===== src/rtl/sha_block_loader_if.sv =====
// sha_block_loader_if: word-stream input and block-stream output of the SHA block loader.
// The slave modport is the loader's view; master is the view of the producer/consumer.
interface sha_block_loader_if #(
  parameter int unsigned WORD_W = 32,
  parameter int unsigned WORDS  = 16
);
  logic                    in_valid;
  logic [WORD_W-1:0]       in_word;
  logic                    in_last;
  logic                    in_ready;
  logic                    blk_valid;
  logic [WORDS*WORD_W-1:0] blk_data;
  logic                    blk_first;
  logic                    blk_last;
  logic                    blk_ready;
  logic [63:0]             words_seen;

  modport master (
    output in_valid, in_word, in_last, blk_ready,
    input  in_ready, blk_valid, blk_data, blk_first, blk_last, words_seen
  );

  modport slave (
    input  in_valid, in_word, in_last, blk_ready,
    output in_ready, blk_valid, blk_data, blk_first, blk_last, words_seen
  );
endinterface


===== src/rtl/sha_block_loader.sv =====
// sha_block_loader: packs a stream of message words into WORDS-word blocks (word 0 in the
// MSBs) and queues up to DEPTH finished blocks for the hash core.
// Optional SHA-256 message padding is built when SHA_BLOCK_LOADER_PAD_EN is defined
// (only WORD_W=32, WORDS=16).
module sha_block_loader #(
  parameter int unsigned WORD_W = 32,
  parameter int unsigned WORDS  = 16,
  parameter int unsigned DEPTH  = 2
) (
  input logic               clk,
  input logic               rst,
  sha_block_loader_if.slave bus
);
  localparam int unsigned IDX_W = (WORDS > 1) ? $clog2(WORDS) : 1;
  localparam int unsigned PTR_W = (DEPTH > 1) ? $clog2(DEPTH) : 1;
  localparam int unsigned CNT_W = $clog2(DEPTH + 1);

  // Slot s of a block lives in element WORDS-1-s, so slot 0 lands in the MSBs.
  typedef logic [WORDS-1:0][WORD_W-1:0] blk_t;
  typedef enum logic [1:0] {StFill, StPadZero, StPadLen} state_e;

`ifdef SHA_BLOCK_LOADER_PAD_EN
  if (WORD_W != 32 || WORDS != 16) begin : g_pad_check
    $error("sha_block_loader: padding needs WORD_W=32 and WORDS=16");
  end
`endif

  state_e           state_q, state_d;
  logic [IDX_W-1:0] idx_q;
  blk_t             asm_q, asm_w, push_data;
  logic             first_q;
  logic [63:0]      words_q;
  blk_t             mem_q [DEPTH];
  logic             mfirst_q [DEPTH];
  logic             mlast_q [DEPTH];
  logic [PTR_W-1:0] rd_ptr_q, wr_ptr_q;
  logic [CNT_W-1:0] cnt_q;
  logic             pop, space, in_rdy, xfer, push, push_last;
`ifdef SHA_BLOCK_LOADER_PAD_EN
  logic [63:0]      len_q, len_d;
  logic             pad80_q;
`endif

  function automatic logic [PTR_W-1:0] ptr_inc(input logic [PTR_W-1:0] p);
    return (p == PTR_W'(DEPTH - 1)) ? '0 : p + PTR_W'(1);
  endfunction

  // A pop frees a slot on the same edge, so a full buffer can still take a push.
  assign pop    = (cnt_q != '0) & bus.blk_ready;
  assign space  = (cnt_q < CNT_W'(DEPTH)) | pop;
  assign in_rdy = ~rst & (state_q == StFill) & space;
  assign xfer   = bus.in_valid & in_rdy;

  // Decide whether a block is pushed this cycle and what it contains.
  always_comb begin
    asm_w = asm_q;
    asm_w[IDX_W'(WORDS - 1) - idx_q] = bus.in_word;
    push_data = asm_w;
    push      = 1'b0;
    push_last = 1'b0;
    state_d   = state_q;
`ifdef SHA_BLOCK_LOADER_PAD_EN
    len_d = (words_q + 64'd1) << 5;
    unique case (state_q)
      StFill: begin
        if (xfer && bus.in_last) begin
          push = 1'b1;
          // A last word in slot 15 pushes the 0x80 marker into the next block instead.
          if (idx_q != IDX_W'(15)) push_data[IDX_W'(14) - idx_q] = WORD_W'(32'h8000_0000);
          if (idx_q <= IDX_W'(12)) begin
            push_data[1] = WORD_W'(len_d[63:32]);
            push_data[0] = WORD_W'(len_d[31:0]);
            push_last    = 1'b1;
          end else begin
            state_d = StPadZero;
          end
        end else if (xfer && idx_q == IDX_W'(15)) begin
          push = 1'b1;
        end
      end
      StPadZero: state_d = StPadLen;
      StPadLen: begin
        if (space) begin
          push         = 1'b1;
          push_data    = asm_q;
          push_data[1] = WORD_W'(len_q[63:32]);
          push_data[0] = WORD_W'(len_q[31:0]);
          push_last    = 1'b1;
          state_d      = StFill;
        end
      end
      default: state_d = StFill;
    endcase
`else
    push      = xfer & (bus.in_last | (idx_q == IDX_W'(WORDS - 1)));
    push_last = bus.in_last;
`endif
  end

  // Assembly register, word counter, FSM and block FIFO.
  always_ff @(posedge clk) begin
    if (rst) begin
      state_q  <= StFill;
      idx_q    <= '0;
      asm_q    <= '0;
      first_q  <= 1'b1;
      words_q  <= '0;
      mem_q    <= '{default: '0};
      mfirst_q <= '{default: 1'b0};
      mlast_q  <= '{default: 1'b0};
      rd_ptr_q <= '0;
      wr_ptr_q <= '0;
      cnt_q    <= '0;
`ifdef SHA_BLOCK_LOADER_PAD_EN
      len_q    <= '0;
      pad80_q  <= 1'b0;
`endif
    end else begin
      state_q <= state_d;
      if (xfer) begin
        asm_q   <= asm_w;
        idx_q   <= idx_q + IDX_W'(1);
        words_q <= bus.in_last ? '0 : words_q + 64'd1;
      end
      if (push) begin
        asm_q              <= '0;
        idx_q              <= '0;
        first_q            <= push_last;
        mem_q[wr_ptr_q]    <= push_data;
        mfirst_q[wr_ptr_q] <= first_q;
        mlast_q[wr_ptr_q]  <= push_last;
        wr_ptr_q           <= ptr_inc(wr_ptr_q);
      end
      if (pop) rd_ptr_q <= ptr_inc(rd_ptr_q);
      cnt_q <= cnt_q + CNT_W'(push) - CNT_W'(pop);
`ifdef SHA_BLOCK_LOADER_PAD_EN
      if (xfer && bus.in_last) begin
        len_q   <= len_d;
        pad80_q <= (idx_q == IDX_W'(15));
      end
      if (state_q == StPadZero) begin
        asm_q <= '0;
        if (pad80_q) asm_q[15] <= WORD_W'(32'h8000_0000);
      end
`endif
    end
  end

  assign bus.in_ready   = in_rdy;
  assign bus.blk_valid  = (cnt_q != '0);
  assign bus.blk_data   = mem_q[rd_ptr_q];
  assign bus.blk_first  = mfirst_q[rd_ptr_q];
  assign bus.blk_last   = mlast_q[rd_ptr_q];
  assign bus.words_seen = words_q;
endmodule


===== src/flat_wrapper.sv =====
// flat-port wrapper written by rule: the top's interface ports become plain ports
module sha_block_loader_flat 
#(
  parameter int unsigned WORD_W = 32,
  parameter int unsigned WORDS  = 16,
  parameter int unsigned DEPTH  = 2
)
  (clk, rst, bus_in_valid, bus_in_word, bus_in_last, bus_blk_ready, bus_in_ready, bus_blk_valid, bus_blk_data, bus_blk_first, bus_blk_last, bus_words_seen);
  sha_block_loader_if #(.WORD_W(WORD_W), .WORDS(WORDS)) bus_i ();
  input logic clk;
  input logic rst;
  input wire logic [$bits(bus_i.in_valid)-1:0] bus_in_valid;
  input wire logic [$bits(bus_i.in_word)-1:0] bus_in_word;
  input wire logic [$bits(bus_i.in_last)-1:0] bus_in_last;
  input wire logic [$bits(bus_i.blk_ready)-1:0] bus_blk_ready;
  output wire logic [$bits(bus_i.in_ready)-1:0] bus_in_ready;
  output wire logic [$bits(bus_i.blk_valid)-1:0] bus_blk_valid;
  output wire logic [$bits(bus_i.blk_data)-1:0] bus_blk_data;
  output wire logic [$bits(bus_i.blk_first)-1:0] bus_blk_first;
  output wire logic [$bits(bus_i.blk_last)-1:0] bus_blk_last;
  output wire logic [$bits(bus_i.words_seen)-1:0] bus_words_seen;
  assign bus_i.in_valid = bus_in_valid;
  assign bus_i.in_word = bus_in_word;
  assign bus_i.in_last = bus_in_last;
  assign bus_i.blk_ready = bus_blk_ready;
  assign bus_in_ready = bus_i.in_ready;
  assign bus_blk_valid = bus_i.blk_valid;
  assign bus_blk_data = bus_i.blk_data;
  assign bus_blk_first = bus_i.blk_first;
  assign bus_blk_last = bus_i.blk_last;
  assign bus_words_seen = bus_i.words_seen;
  sha_block_loader #(.WORD_W(WORD_W), .WORDS(WORDS), .DEPTH(DEPTH)) u_core (.clk(clk), .rst(rst), .bus(bus_i));
endmodule

===== config.mk =====
export PLATFORM = sky130hd
export DESIGN_NAME = sha_block_loader_flat
export DESIGN_NICKNAME = d
export VERILOG_FILES = /design/src/rtl/sha_block_loader_if.sv /design/src/rtl/sha_block_loader.sv /design/src/flat_wrapper.sv
export SDC_FILE = /design/constraint.sdc
export NUM_CORES = 2
export LEC_CHECK = 0
export CORE_MARGIN = 4
export CORE_UTILIZATION = 43
export CTS_CLUSTER_SIZE = 28
export DETAILED_ROUTE_END_ITERATION = 16
export DONT_BUFFER_PORTS = 1
export PLACE_DENSITY = 0.59
export SLEW_MARGIN = 20
export SYNTH_ARGS = -nofsm -noshare
export SYNTH_HDL_FRONTEND = slang
export SYNTH_SLANG_ARGS = --single-unit

===== constraint.sdc =====
create_clock -name clk -period 2.85 [get_ports clk]
set_input_delay 0.57 -clock clk [delete_from_list [all_inputs] [get_ports clk]]
set_output_delay 0.57 -clock clk [all_outputs]
set_load 0.02 [all_outputs]

* After elaboration in Yosys (flattened, before gate mapping)
Index checks and enable logic that the tools add are counted.
** Word-level totals
- Bits in registers :: 1613
- Latch bits :: 0
- Memory bits (writable) :: 0
- ROM bits :: 0
- Bits of input ports :: 37
- Output and inout port bits :: 580
- Logic and storage cells :: 107
- Memories :: 0
** Cells by class
- $add $sub $neg :: 7
- Multipliers :: 0
- Divide/modulo/power cells :: 0
- Order comparisons :: 6
- Equal/unequal tests :: 1
- Shift operators :: 0
- Mux-type cells :: 22
- Bitwise operators :: 9
- Reductions and logical operators :: 4
** Operators by type and width (count)
- $mux W512 :: 4
- $bwmux W1024 :: 1
- $bwmux W512 :: 1
- $demux W512 S1 :: 1
- $demux W32 S4 :: 1
- $add A64 B1 Y64 const B :: 1
- $mux W64 :: 1
- $mux W32 :: 1
- $mux W1 :: 9
- $lt A4 B5 Y1 const B :: 1
- $add A4 B1 Y4 const B :: 1
- $and A1 B1 Y1 :: 4
- $bwmux W2 :: 2
- $eq A4 B4 Y1 const B :: 1
- $ge A2 B2 Y1 const B :: 2
- $ge A4 B1 Y1 const B :: 1
- $not A1 Y2 :: 2
- $sub A4 B4 Y4 const A :: 1
- $add A1 B1 Y1 const B :: 2
- $add A2 B1 Y2 :: 1
- $logic_and A1 B1 Y1 :: 2
- $lt A2 B1 Y1 const B :: 1
- $lt A2 B2 Y1 const B :: 1
- $or A1 B1 Y1 :: 2
- 5 further kinds :: 5

* Logic depth before layout (Yosys ltp)
- Word-level depth :: 8
- Mapped depth :: 11

* Least setup slack after synthesis
No wires, ideal clock.
- Path type :: register to register
- Start point :: register u_core.words_q[0], in the netlist u_core.bus.words_seen[0]
- End point :: register u_core.words_q[60], in the netlist u_core.bus.words_seen[60]
- Setup time :: 0.070 ns
- Arrival :: 2.464 ns
- Required time :: 2.780 ns
- Path slack :: 0.316 ns
- Stages on the path, launching flop included :: 8
- Clock period less this slack :: 2.534 ns
- Cell sequence :: dfxtp_1 -> ha_1 -> nand3_1 -> or3_1 -> or4_1 -> clkbuf_1 -> or4_1 -> a21oi_1
** Between the ends
- Cells in the longest elaborated chain, start to end :: 2
** Ends and longest elaborated chain
- start, declared :: line sha_block_loader.sv:32 : logic [63:0] words_q;
- start signal, assigned :: line sha_block_loader.sv:123 : words_q <= bus.in_last ? '0 : words_q + 64'd1;
- $add A64 B1 Y64 :: line sha_block_loader.sv:123
- $mux W64 :: line sha_block_loader.sv:123
Every way passes these cells.
A chain may end at the register's enable or synchronous reset.

* Final worst setup path
- Start point :: register u_core.rd_ptr_q
- End point :: output bus_blk_data[249]
** Between the ends
- Cells in the longest elaborated chain, start to end :: 4
** Ends and longest elaborated chain
- start, declared :: line sha_block_loader.sv:36 : logic [PTR_W-1:0] rd_ptr_q, wr_ptr_q;
- start signal, assigned :: line sha_block_loader.sv:134 : if (pop) rd_ptr_q <= ptr_inc(rd_ptr_q);
- $not A1 Y2 (not written as such) :: line sha_block_loader.sv:151 : assign bus.blk_data = mem_q[rd_ptr_q];
- $mux W512 (not written as such) (3 in a row) :: line sha_block_loader.sv:151
- end, declared :: line flat_wrapper.sv:18 : output wire logic [$bits(bus_i.blk_data)-1:0] bus_blk_data;
Every way passes these cells. The select of a mux whose other input is x is not followed.

==> impl_metrics.json <==
{
  "syn_to_final_growth_pct": 14.8,
  "powerDensity_mw_per_mm2": 707,
  "yosys_register_bits": 1613,
  "core.rowCount": 143,
  "hold_violations": 0,
  "cts.sinks": 1613,
  "rrSetupSlack_ps": 230,
  "grt_pass1_wl_um": 364000,
  "status": "finished, final reports clean",
  "crit_fanout": 35,
  "wire_per_inst_um": 27.9,
  "hp-class": "primary input to flip-flop",
  "synth_fp_nets": 7366,
  "netlist.area_leader.share_pct": 48.6,
  "port_buffers": 0,
  "dp_cells": 8891,
  "yosysSeqAreaShare_pct": 48.6,
  "worstRegToRegCells": 6,
  "syn_area_sq_mm": 0.0664,
  "slew_headroom_pct": 37.2,
  "finalNonFillerCells": 9258,
  "fin_skew_ps": 50.8,
  "synth_flop_cell": "dfxtp_1",
  "htree_levels": 4,
  "cap_viol_max_count": 0,
  "setup_viol": 0,
  "cts-root-buf": "clkbuf_16",
  "die_area_sq_mm": 0.161,
  "die_y_um": 401,
  "drt-initial-drc-count": 5765,
  "ys_warn_count": 0,
  "pin_count": 617,
  "drcViolationCount": 0,
  "grt_pass1_vias": 49400,
  "async_reset_ff_share_pct": 0,
  "coreArea_sq_mm": 0.153,
  "clock_latency_ps": 820,
  "fp.dieW_um": 401,
  "antenna_found_initial": 16,
  "dpl-instance-area_sq_mm": 0.0691,
  "drv_slew": 0,
  "startpoint": "u_core.rd_ptr_q",
  "fin_nets": 7127,
  "synth_edf_count": 0,
  "clockBufferDepth": 3,
  "viasPerCell": 5.85,
  "yosysTopAreaCell": "dfxtp_1",
  "tightest_slew_ps": 942,
  "vias": 54100,
  "cp.required_ps": 2280,
  "place_congestion": 0.847,
  "avgSynthCellArea_sq_um": 9.07,
  "synth_top_cells_by_area": "dfxtp_1, a211oi_1, mux2_2",
  "timing.fmax_mhz": 352,
  "setup_ws_ps": 7.74,
  "ant_nets": 0,
  "fin_crit_sh_pct": 99.7,
  "grt_usage_pct": 30.4,
  "place_ws_ps": 4.70,
  "power.leakage_nw": 27.7,
  "r2r-end": "u_core.bus.words_seen[60]",
  "fin_area_sq_mm": 0.0762,
  "endpoint_kind": "output port",
  "tritoncts": "done",
  "wirelength_um": 259000,
  "syn_inst": 7323,
  "nFillCells": 14000,
  "finalWorstPathRequiredPeriod_ps": 2840,
  "clk_transition_reported_paths_ps": 60,
  "start_kind": "flip-flop",
  "final_common_cell": "dfxtp_1",
  "rsz0062_at_grt": "true",
  "r2r_start": "u_core.bus.words_seen[0]",
  "crit_path_end": "bus_blk_data[249]",
  "ys_types": 38,
  "cts_made_buffers": 171,
  "fin_hold_ws_ps": 51.9,
  "grt_start_max_net_pins": 909,
  "irDropWorstVdd_mv": 0.608,
  "layout_common_cells": "dfxtp_1, nor2_1, a211oi_1, nand2_1, a21oi_1",
  "arrival_ps": 2270,
  "overflow": 0,
  "initial_core_util_pct": 43.5,
  "drive_gt1_share_pct": 15.9,
  "timing_worst_setup_path_type": "flip-flop to output port",
  "drt_pass1_iterations": 6,
  "dp_hpwl_um": 128000
}
## report_power, final
part / internal [mW] / switching (mW) / leakage (nW) / total [mW]
logic: 2.67 / 4.88 / 11.8 / 7.55
clock network: 13.2 / 9.59 / 2.82 / 22.8
registers: 23.2 / 0.327 / 13.1 / 23.5
total: 39.1 / 14.8 / 27.7 / 53.9
## cell type report
type,count,area (sq um),share of cell area [%]
clock inverters,45,532,0.698
inverters,9,33.8,0.0443
multi-input cells,4963,31200,40.9
well taps,2030,2540,3.33
flip-flops and latches,1613,32300,42.4
clock buffers,265,5200,6.82
diodes,7,17.5,0.0230
repair buffers,326,4420,5.80
## registers in the layout, indices dropped and copies added, names as in the netlist
| register | count |
|---|---|
| u_core.mem_q | 1024 |
| u_core.asm_q | 512 |
| u_core.bus.words_seen | 64 |
| u_core.idx_q | 4 |
| u_core.cnt_q | 2 |
| u_core.mfirst_q | 2 |
| u_core.mlast_q | 2 |
| u_core.first_q | 1 |
| u_core.rd_ptr_q | 1 |
| u_core.wr_ptr_q | 1 |
## worst min-delay path by stage
stage,cells past startpoint,from,slack (ps),end
6_report,2,bus_in_word[27],50,u_core.mem_q[891]
5_1_grt,2,bus_in_word[0],30,u_core.mem_q[416]
4_1_cts,1,rst,10,u_core.mem_q[513]
3_5_place_dp,1,u_core.asm_q[6],440,u_core.asm_q[6]
3_3_place_gp,2,u_core.asm_q[465],440,u_core.asm_q[465]
2_1_floorplan,1,u_core.asm_q[0],430,u_core.asm_q[0]
## timing repair
action                                  4_1_cts  5_1_grt
endpoints found under the setup margin      275      302
setup buffers                                 0        2
gates cloned                                  1        8
hold endpoints to repair                    615        0
hold buffers                                 34        0
gates resized for setup                      12       11
## layer usage
| layer | GRT usage [%] | part of all wire, % | vias to the layer above |
|---|---|---|---|
| li1 | - | - | 25100 |
| met5 | 0.0892 | 0.015 | - |
| met1 | 38.7 | 40 | 26100 |
| met4 | 14.3 | 5.2 | 6 |
| met2 | 48.0 | 45 | 2343 |
| met3 | 8.34 | 9.2 | 593 |
## stage by stage
stage | power (mW) | utilization [%] | setup TNS (ps)
after detailed placement | 30.2 | 45.3 | 0
after global placement | 30.2 | 45.3 | 0
after floorplan | 28.8 | - | 0
after CTS | 53.5 | 49.7 | -5770
after global routing | 55.4 | 49.9 | -981
final | 53.9 | 50.0 | 0
## Yosys cell counts, drive strengths merged (3+ instances only)
cell type and instances:
a211oi 1024, a21oi 528, and2 43, and3 7, and4 10, buf 180
clkbuf 558, dfxtp 1613, ha 6, inv 9, mux2 515, mux2i 512
nand2 1014, nand3 36, nand4 27, nor2 1076, nor2b 4, nor3 11
nor4 11, o21ai 18, o31ai 25, o41ai 3, or2 4, or3 22
or4 28, xnor2 14, xor2 13
## critical path, cell delays in order, from the launching register on
cell and delay, ps:
dfxtp_4 400, buf_16 250, buf_16 260, mux2_2 470
## cell families (layout without fill, tap and decap cells)
family | Yosys count | in the layout | share of synthesized area (%)
xor+xnor | 27 | 27 | 0.356
mux | 1027 | 1027 | 16.5
other cells | 0 | 7 | 0
fa+ha+maj | 6 | 6 | 0.113
simple gates | 2303 | 2303 | 13.9
flops | 1613 | 1613 | 48.6
buf+inv | 747 | 645 | 4.53
compound gates | 1600 | 1600 | 16.0
No activity file was read; power rests on OpenSTA's default activity.
